### src/rtl/mem_bus_arbiter.sv
// Shares one external memory port between instruction fetch and the MEM stage, with fixed MEM priority.
// Optional bus watchdog: define BUS_TIMEOUT_EN to abort a BUSY state after TIMEOUT_CYCLES cycles.
module mem_bus_arbiter #(
  parameter int TIMEOUT_CYCLES = 256
) (
  input  logic        clk,
  input  logic        rst,
  input  logic        if_req,
  input  logic [31:0] if_addr,
  input  logic        if_flush,
  output logic [31:0] if_rdata_o,
  output logic        if_ack_o,
  output logic        if_err_o,
  input  logic        mem_req,
  input  logic        mem_we,
  input  logic [3:0]  mem_sel,
  input  logic [31:0] mem_addr,
  input  logic [31:0] mem_wdata,
  output logic [31:0] mem_rdata_o,
  output logic        mem_ack_o,
  output logic        mem_err_o,
  output logic        bus_req_o,
  output logic        bus_we_o,
  output logic [3:0]  bus_sel_o,
  output logic [31:0] bus_addr_o,
  output logic [31:0] bus_wdata_o,
  input  logic [31:0] bus_rdata,
  input  logic        bus_ack,
  output logic        stall_if_o,
  output logic        stall_mem_o
);

  typedef enum logic [1:0] {IDLE, BUSY_IF, BUSY_MEM, RESP} state_t;

  state_t      state;
  logic        flush_pend;
  logic        tmo;
  logic        done;
  logic        if_drop;
  logic [31:0] rsp_data;

`ifdef BUS_TIMEOUT_EN
  localparam int CW = ($clog2(TIMEOUT_CYCLES) > 8) ? $clog2(TIMEOUT_CYCLES) : 8;
  logic [CW-1:0] cnt;
  assign tmo = ~bus_ack & (cnt == CW'(TIMEOUT_CYCLES - 1));
`else
  logic unused_cfg;
  assign unused_cfg = (TIMEOUT_CYCLES != 0);
  assign tmo        = 1'b0;
  assign if_err_o   = 1'b0;
  assign mem_err_o  = 1'b0;
`endif

  assign done     = bus_ack | tmo;
  // Writes and timeouts return zero data.
  assign rsp_data = (bus_ack & ~bus_we_o) ? bus_rdata : 32'h0;
  // A flush landing in the completion cycle itself still kills the fetch result.
  assign if_drop  = flush_pend | if_flush;

  assign stall_if_o  = if_req & ~if_ack_o;
  assign stall_mem_o = mem_req & ~mem_ack_o;

  always_ff @(posedge clk or posedge rst) begin
    if (rst) begin
      state       <= IDLE;
      flush_pend  <= 1'b0;
      if_rdata_o  <= '0;
      if_ack_o    <= 1'b0;
      mem_rdata_o <= '0;
      mem_ack_o   <= 1'b0;
      bus_req_o   <= 1'b0;
      bus_we_o    <= 1'b0;
      bus_sel_o   <= '0;
      bus_addr_o  <= '0;
      bus_wdata_o <= '0;
`ifdef BUS_TIMEOUT_EN
      cnt         <= '0;
      if_err_o    <= 1'b0;
      mem_err_o   <= 1'b0;
`endif
    end else begin
      if_ack_o  <= 1'b0;
      mem_ack_o <= 1'b0;
      case (state)
        IDLE: begin
          if (mem_req) begin
            state       <= BUSY_MEM;
            bus_req_o   <= 1'b1;
            bus_we_o    <= mem_we;
            bus_sel_o   <= mem_sel;
            bus_addr_o  <= mem_addr;
            bus_wdata_o <= mem_wdata;
          end else if (if_req) begin
            state       <= BUSY_IF;
            bus_req_o   <= 1'b1;
            bus_we_o    <= 1'b0;
            bus_sel_o   <= 4'hF;
            bus_addr_o  <= if_addr;
            bus_wdata_o <= '0;
          end
`ifdef BUS_TIMEOUT_EN
          cnt <= '0;
`endif
        end
        BUSY_IF, BUSY_MEM: begin
          if (state == BUSY_IF && if_flush) flush_pend <= 1'b1;
          if (done) begin
            bus_req_o <= 1'b0;
            state     <= RESP;
            if (state == BUSY_MEM) begin
              mem_ack_o   <= 1'b1;
              mem_rdata_o <= rsp_data;
`ifdef BUS_TIMEOUT_EN
              mem_err_o   <= tmo;
`endif
            end else if (!if_drop) begin
              if_ack_o   <= 1'b1;
              if_rdata_o <= rsp_data;
`ifdef BUS_TIMEOUT_EN
              if_err_o   <= tmo;
`endif
            end
          end
`ifdef BUS_TIMEOUT_EN
          else cnt <= cnt + 1'b1;
`endif
        end
        RESP: begin
          flush_pend <= 1'b0;
          state      <= IDLE;
        end
        default: state <= IDLE;
      endcase
    end
  end

endmodule
### config.mk
export PLATFORM = sky130hd
export DESIGN_NAME = mem_bus_arbiter
export DESIGN_NICKNAME = d
export VERILOG_FILES = /design/src/rtl/mem_bus_arbiter.sv
export SDC_FILE = /design/constraint.sdc
export NUM_CORES = 1
export LEC_CHECK = 0
export ABC_AREA = 0
export BUFFER_PORTS_ARGS = -buffer_cell sky130_fd_sc_hd__buf_4
export CORE_MARGIN = 2
export CORE_UTILIZATION = 42
export DETAILED_ROUTE_END_ITERATION = 8
export PLACE_DENSITY = 0.77
export RECOVER_POWER = 50
export SETUP_SLACK_MARGIN = 0.2
export SLEW_MARGIN = 20
export SYNTH_ARGS = -nofsm -noshare
export SYNTH_HDL_FRONTEND = slang
export SYNTH_SLANG_ARGS = --single-unit
### constraint.sdc
create_clock -name clk -period 3.96 [get_ports clk]
set_input_delay 0.396 -clock clk [delete_from_list [all_inputs] [get_ports clk]]
set_output_delay 0.396 -clock clk [all_outputs]
set_load 0.1 [all_outputs]
==> results_dict.tcl, run 1 <==
set metrics [dict create \
    clkLatencyLatePin_ps 410 \
    rows 42 \
    period_share_pct 55.66 \
    slew_viol_final 0 \
    grt_pass1_wl_mm 24.67 \
    synth_area_leaders "dfrtp_1 (61%), mux2i_1 (9.9%), nand2_1 (5.5%)" \
    nets 900 \
    drt_iter0_drc 232 \
    avgSynthCellArea_um2 11.73 \
    clock_path_buffers 2 \
    ctsResizeCount 0 \
    drc 0 \
    timing.setup.tns_ps 0 \
    multi_input_area_um2 1958 \
    slowest_delay_ps 810 \
    synth_largest_area_cell "dfrtp_1" \
    vias_per_cell 4.902 \
    gp_congestion 0.8495 \
    slowest_stage "clkbuf_1" \
    dieHeight_um 120.4 \
    dp.cells 911 \
    cts_tree "done" \
    h-tree-depth 4 \
    setup_viol 0 \
    fmax_ghz 0.4537 \
    fillerInstances 1212 \
    min_period_ps 2204 \
    path_max_fanout 34 \
    synth.top_cell.area_share_pct 61.14 \
    drtAntennaViolNets 0 \
    syn_area_um2 5689 \
    track_usage_pct 22.01 \
    crit_buf_inv 5 \
    fin_cells 945 \
    path_class "in -> async" \
    post_dp_cell_area_um2 7890 \
    outcome "finished clean" \
    ys_ff_latch 139 \
    hold_viol 0 \
    yosysWarnings 0 \
    skew_ps 7.236 \
    dieWidth_um 120.4 \
    dp_hpwl_mm 11.56 \
    vias 4632 \
    seqCellArea_um2 3478 \
    portBuffers 276 \
    num_antenna_cells 0 \
    final_area_um2 8044 \
    cts_sinks 139 \
    relSlewSlack_pct 15.92 \
    grt_max_degree 98 \
    cts_root_buf "clkbuf_16" \
    routed_wl_mm 15.79 \
    grt.overflow.total 0 \
    drv_cap 0 \
    path_cells "dlygate4sd3_1 -> clkbuf_4 -> clkinvlp_2 -> buf_12 -> clkbuf_1" \
    rsz0062_at_grt "false" \
    tightest_slew_ps 1267 \
    grt_pass1_vias 4838 \
    die_area_um2 14490 \
    dr.pass1.iters 7 \
    setup_ws_ps 1756 \
    seq_area_frac_synth_pct 61.14 \
    core_um2 13240 \
    crit_path_end_kind "async pin" \
    initial_core_util_pct 42.96 \
    routedWlPerCell_um 16.71 \
    pre_cts_slack_ps 1709 \
    critical_path.top_delay_family "buffers and inverters" \
    clkSlewWorstSetupHoldPaths_ps 50 \
    antenna_found_initial 0 \
    synth_cells 485 \
    area_delta_synth_final_pct 41.39 \
    hold_path.class "in -> reg" \
    arrival_ps 2580 \
    drive_above_1_share_pct 25.49 \
    io_pins 279 \
    required_ps 4340 \
    startpoint_type "primary input" \
    cts_buffers 17 \
    post_cts_buffers 0 \
    yosysUniqueCellTypes 32 \
]
-- repair_timing --
item | 4_1_cts | 5_1_grt
setup endpoints to repair | 0 | 0
hold buffers | 0 | 1
hold endpoints to repair | 0 | 13
-- cells in the final DEF, fill, tap and decap left out, types with 2 or more instances in the layout --
master / synthesis / routed
o21ai_0: 58 / 58
bufinv_16: 0 / 3
clkbuf_8: 0 / 7
a22o_1: 33 / 33
nand2_1: 83 / 83
mux2i_1: 56 / 56
mux2_1: 2 / 2
clkbuf_1: 13 / 139
conb_1: 1 / 2
nand2b_1: 4 / 4
o22a_1: 4 / 4
buf_4: 6 / 143
clkbuf_16: 0 / 17
and2_1: 9 / 8
mux2_2: 14 / 14
nor2b_1: 3 / 2
ha_1: 5 / 5
inv_1: 28 / 27
buf_12: 0 / 2
dfrtp_1: 139 / 139
nor2_1: 2 / 2
-- registers in the layout (all words and copies together), names as in the netlist --
| signal | flops |
|---|---|
| bus_addr_o | 32 |
| bus_req_o | 1 |
| bus_sel_o | 4 |
| bus_wdata_o | 32 |
| bus_we_o | 1 |
| flush_pend | 1 |
| if_ack_o | 1 |
| if_rdata_o | 32 |
| mem_ack_o | 1 |
| mem_rdata_o | 32 |
| state | 2 |
-- Yosys cell counts (all sizes together) --
library cell	instances
dfrtp	139
nand2	83
o21ai	59
mux2i	56
a22o	33
inv	29
buf	19
mux2	16
clkbuf	13
and2	9
ha	5
nand2b	4
o22a	4
nor2b	3
nor2	2
a211oi	1
a21boi	1
a31oi	1
a32o	1
a41oi	1
conb	1
nand3	1
nor4	1
o21a	1
o2bb2ai	1
or2	1
-- path summary, 6_finish.rpt --
path | startpoint | end | slack [ps] | cells after the start
max in group clk | state[1] | if_rdata_o[27] | 1770 | 6
setup / recovery | rst | bus_wdata_o[28] | 1760 | 5
min in group asynchronous | rst | bus_addr_o[10] | 610 | 3
hold reg to reg | bus_addr_o[14] | bus_addr_o[14] | 480 | 2
setup reg to reg | state[1] | if_rdata_o[27] | 1770 | 6
hold / removal | mem_wdata[31] | bus_wdata_o[31] | 200 | 2
-- cell families after synthesis --
| kind of cell | Yosys count | share of synthesized area (%) |
|---|---|---|
| fa+ha+maj | 5 | 1.100 |
| other cells | 1 | 0.06591 |
| flops | 139 | 61.14 |
| buf+inv | 61 | 4.794 |
| compound gates | 103 | 11.94 |
| simple gates | 104 | 7.939 |
| mux | 72 | 13.02 |
-- final cells by class --
cell class                      instances  share of cell area [%]
Sequential cell                       139                   43.24
Multi-Input combinational cell        286                   24.34
Timing Repair Buffer                  283                   20.41
Tap cell                              176                   2.738
Clock inverter                          5                   1.275
Inverter                               29                   1.369
Clock buffer                           27                   6.626
-- metrics by stage --
step	hold WS, ps	util, %
after floorplan	522.0	-
after global placement	461.7	59.54
after detailed placement	471.7	59.58
after CTS	181.4	64.38
after global routing	182.6	60.74
final	197.6	60.74
-- per-layer routing --
metal / vias to the layer above / part of all wire [%] / GRT usage, %
li1: 2179 / - / -
met1: 2243 / 41 / 26.91
met2: 166 / 50 / 36.19
met3: 44 / 5.6 / 5.472
met4: 0 / 3.7 / 11.26
met5: - / 0 / 0
Power of run 1 is not shown: default switching activity piles up to over one toggle a cycle in this logic, so the estimate is an artifact.
==> run 2, diff against run 1 <==
--- a/config.mk
+++ b/config.mk
@@ -8,9 +8,9 @@
 export ABC_AREA = 0
 export BUFFER_PORTS_ARGS = -buffer_cell sky130_fd_sc_hd__buf_4
 export CORE_MARGIN = 2
-export CORE_UTILIZATION = 42
+export CORE_UTILIZATION = 46
 export DETAILED_ROUTE_END_ITERATION = 8
-export PLACE_DENSITY = 0.77
+export PLACE_DENSITY = 0.8
 export RECOVER_POWER = 50
 export SETUP_SLACK_MARGIN = 0.2
 export SLEW_MARGIN = 20
==> constraint.sdc (replaced) <==
create_clock -name clk -period 2.2 [get_ports clk]
set_input_delay 0.22 -clock clk [delete_from_list [all_inputs] [get_ports clk]]
set_output_delay 0.22 -clock clk [all_outputs]
set_load 0.1 [all_outputs]
==> results_dict.tcl, run 2 (synthesized netlist as in run 1, its figures left out) <==
set metrics [dict create \
    routedWlPerCell_um 16.79 \
    grt_max_degree 84 \
    fin_cells 954 \
    initial_core_util_pct 47.17 \
    drv_cap 0 \
    drtAntennaViolNets 0 \
    track_usage_pct 24.09 \
    grt.overflow.total 0 \
    pre_cts_slack_ps 201.3 \
    skew_ps 7.383 \
    slowest_stage "dfrtp_1" \
    mostFrequentLayoutCells "buf_4 (223), dfrtp_1 (139), nand2_1 (83)" \
    routed_wl_mm 16.02 \
    critical_path.top_delay_family "simple AND/OR/NAND/NOR gates" \
    die_area_um2 13270 \
    rows 40 \
    dp_hpwl_mm 11.51 \
    rsz0062_at_grt "false" \
    grt_pass1_wl_mm 24.23 \
    hold_viol 0 \
    cts_buffers 17 \
    min_period_ps 2051 \
    nets 918 \
    drt_iter0_drc 231 \
    dieHeight_um 115.2 \
    dieWidth_um 115.2 \
    vias_per_cell 4.996 \
    path_cells "inv_2 -> ha_1 -> nand2_1 -> nor4_4 -> clkbuf_16 -> buf_6 -> mux2_2" \
    io_pins 279 \
    portBuffers 276 \
    startpoint_type "flop" \
    arrival_ps 2350 \
    core_um2 12060 \
    grt_pass1_vias 4777 \
    path_class "reg -> reg" \
    drc 0 \
    setup_ws_ps 149.2 \
    num_antenna_cells 0 \
    outcome "finished clean" \
    timing.setup.tns_ps 0 \
    setup_viol 0 \
    crit_path_end_kind "flop" \
    slowest_delay_ps 430 \
    clkSlewWorstSetupHoldPaths_ps 60 \
    area_delta_synth_final_pct 48.25 \
    fmax_ghz 0.4876 \
    period_share_pct 93.22 \
    crit_buf_inv 3 \
    relSlewSlack_pct 8.261 \
    hold_path.class "in -> reg" \
    vias 4766 \
    h-tree-depth 4 \
    layout_commonest_cell "buf_4" \
    cts_tree "done" \
    slew_viol_final 0 \
    required_ps 2500 \
    hold_ws_ps 20.81 \
    antenna_found_initial 0 \
    drive_above_1_share_pct 36.90 \
    clock_path_buffers 2 \
    tightest_slew_ps 1376 \
    gp_congestion 0.7999 \
    dr.pass1.iters 4 \
    path_max_fanout 6 \
    clkLatencyLatePin_ps 420 \
    cts_sinks 139 \
    dp.cells 908 \
    cts_root_buf "clkbuf_16" \
]
## run 2: cell types whose count changed in the layout (fill, tap and decap cells not counted), sizes merged
cell         before  now
buf             145  230
clkinv            1    3
dlygate4sd3       1    5
clkinvlp          2    5
inv              28   29
bufinv            3    1
clkbuf          164   88
## run 2: area by class of cell
class,instances,area (um^2)
clock buffer,22,494.2
multi-input combinational,286,1957
sequential,139,3478
fill,964,3627
clock inverter,9,87.58
tap,168,210.2
timing repair buffer,301,2097
inverter,29,110.1
## run 2: what timing repair did
action | in CTS | in global routing
hold buffers | 4 | 1
endpoints found under the hold margin | 142 | 1
buffers inserted | 0 | 9
resized for setup | 0 | 10
setup endpoints to repair | 0 | 8
## run 2: per-layer routing
metal / GRT usage [%] / vias to the layer above / share of wire [%]
li1: - / 2224 / -
met1: 26.56 / 2316 / 37
met2: 42.24 / 196 / 53
met3: 8.329 / 30 / 8.3
met4: 10.44 / 0 / 2.0
met5: 0 / - / 0
## run 2: final timing paths
check	start	endpoint	slack (ps)	cells after the start
setup / recovery	state[1]	if_rdata_o[25]	150	7
hold / removal	mem_wdata[21]	bus_wdata_o[21]	20	2
setup reg to reg	state[1]	if_rdata_o[25]	150	7
hold reg to reg	mem_rdata_o[10]	mem_rdata_o[10]	480	2
max in group asynchronous	rst	bus_wdata_o[8]	470	4
min in group asynchronous	rst	mem_rdata_o[25]	810	4
## run 2: metrics by stage
| step | instance area [um^2] | util, % |
|---|---|---|
| after CTS | 8577 | 71.11 |
| after global routing | 8434 | 69.93 |
| final | 8434 | 69.93 |
| after floorplan | 5702 | - |
| after global placement | 7955 | 65.95 |
| after detailed placement | 7955 | 65.95 |
Power of run 2 is left out for the same reason.
==> run 3, diff against run 2 <==
--- a/config.mk
+++ b/config.mk
@@ -8,9 +8,9 @@
 export ABC_AREA = 0
 export BUFFER_PORTS_ARGS = -buffer_cell sky130_fd_sc_hd__buf_4
 export CORE_MARGIN = 2
-export CORE_UTILIZATION = 46
+export CORE_UTILIZATION = 45
 export DETAILED_ROUTE_END_ITERATION = 8
-export PLACE_DENSITY = 0.8
+export PLACE_DENSITY = 0.79
 export RECOVER_POWER = 50
 export SETUP_SLACK_MARGIN = 0.2
 export SLEW_MARGIN = 20
==> results_dict.tcl, run 3 (synthesized netlist as in run 1, its figures left out) <==
set metrics [dict create \
    gp_congestion 0.8223 \
    crit_path_end_kind "flop" \
    gr-usage-met2_pct 41.51 \
    portBuffers 276 \
    timing.setup.tns_ps 0 \
    worstRegToRegCells 7 \
    drive_above_1_share_pct 37.28 \
    period_share_pct 88.98 \
    initial_core_util_pct 45.64 \
    dp_hpwl_mm 11.44 \
    path_class "reg -> reg" \
    required_ps 2500 \
    cts_tree "done" \
    clock_path_buffers 2 \
    arrival_ps 2250 \
    grt-busiest-layer "met2" \
    dieWidth_um 116.4 \
    cts_sinks 139 \
    drc 0 \
    vias 4690 \
    die_area_um2 13560 \
    r2r_start "state[0]" \
    grt_pass1_vias 4870 \
    cts_buffers 17 \
    area_delta_synth_final_pct 47.02 \
    grt_use_met1_pct 25.77 \
    routed_wl_mm 16.02 \
    outcome "finished clean" \
    clkLatencyLatePin_ps 410 \
    hold_path.class "in -> reg" \
    setup_viol 0 \
    mostFrequentLayoutCells "buf_4 (226), dfrtp_1 (139), nand2_1 (83)" \
    startpoint_type "flop" \
    rsz0062_at_grt "false" \
    clkSlewWorstSetupHoldPaths_ps 60 \
    num_antenna_cells 0 \
    crit_start "state[0]" \
    rows 41 \
    io_pins 279 \
    whs_path_depth 2 \
    layout_commonest_cell "buf_4" \
    h-tree-depth 4 \
    dr.pass1.iters 4 \
    skew_ps 5.646 \
    relSlewSlack_pct 19.44 \
    routedWlPerCell_um 16.87 \
    fmax_ghz 0.5109 \
    core_um2 12470 \
    setup.worst_path.end "if_rdata_o[25]" \
    vias_per_cell 4.937 \
    grt_pass1_wl_mm 24.08 \
    nets 913 \
    grt.overflow.total 0 \
    min_period_ps 1957 \
    tightest_slew_ps 1214 \
    hold_viol 0 \
    regToRegSetupSlack_ps 240 \
    slew_viol_final 0 \
    met3_usage_pct 8.044 \
    grt_max_degree 72 \
    track_usage_pct 23.48 \
    antenna_found_initial 0 \
    drv_cap 0 \
    drtAntennaViolNets 0 \
    cts_root_buf "clkbuf_16" \
    r2r_end "if_rdata_o[25]" \
    path_max_fanout 10 \
    dieHeight_um 116.4 \
    drt_iter0_drc 269 \
]
-- run 3: cell count changes in the layout (fill, tap and decap cells not counted), sizes merged --
| cell | delta |
|---|---|
| dlygate4sd3 | -4 |
| bufbuf | +1 |
| inv | -1 |
| bufinv | +1 |
| clkinv | +3 |
| clkbuf | -5 |
| buf | -1 |
| clkinvlp | -2 |
-- run 3: worst min path at each step --
stage                        startpoint              end  slack [ps]
after global routing      mem_wdata[11]  bus_wdata_o[11]           5
after global placement              rst         state[0]         380
final                     mem_wdata[23]  bus_wdata_o[23]          20
after floorplan              mem_sel[0]     bus_sel_o[0]         350
after detailed placement            rst         bus_we_o         390
after CTS                 mem_wdata[24]  bus_wdata_o[24]           5
-- run 3: through the flow --
stage                     std cells  hold WS [ps]  worst slack [ps]  utilization (%)  cell area, um^2
after floorplan                 486         346.0             244.9                -             5702
after global placement          912         382.2             307.8            63.76             7948
after detailed placement        912         391.9             195.2            63.76             7948
after CTS                       947         4.572             242.7            68.92             8591
after global routing            950         5.349             149.2            67.10             8364
final                           950         21.36             242.5            67.10             8364
-- run 3: routing by layer --
layer | vias to the layer above | share of wire, %
met5 | - | 0
met4 | 0 | 2.2
met3 | 27 | 8.7
met2 | 193 | 52
met1 | 2259 | 37
li1 | 2211 | -
-- run 3: final cells by class --
type | count | area [um^2]
fill | 1014 | 4101
sequential | 139 | 3478
timing repair buffer | 296 | 2053
multi-input combinational | 286 | 1973
clock buffer | 18 | 429.2
tap | 172 | 215.2
inverter | 29 | 110.1
clock inverter | 10 | 105.1
-- run 3: worst max-delay path, stage by stage (launching register included) --
cell and delay (ps):
dfrtp_1 390, inv_1 130, ha_4 320, nand2_1 90, nor4_4 250, buf_4 170
buf_12 130, mux2_2 340
-- run 3: what timing repair did --
action | in CTS | in global routing
hold buffers | 1 | 0
endpoints found under the hold margin | 139 | 0
setup buffers | 4 | 3
pin swaps | 1 | 0
cloned | 2 | 0
resized for setup | 1 | 3
endpoints found under the setup margin | 4 | 28
Power of run 3 is left out for the same reason.
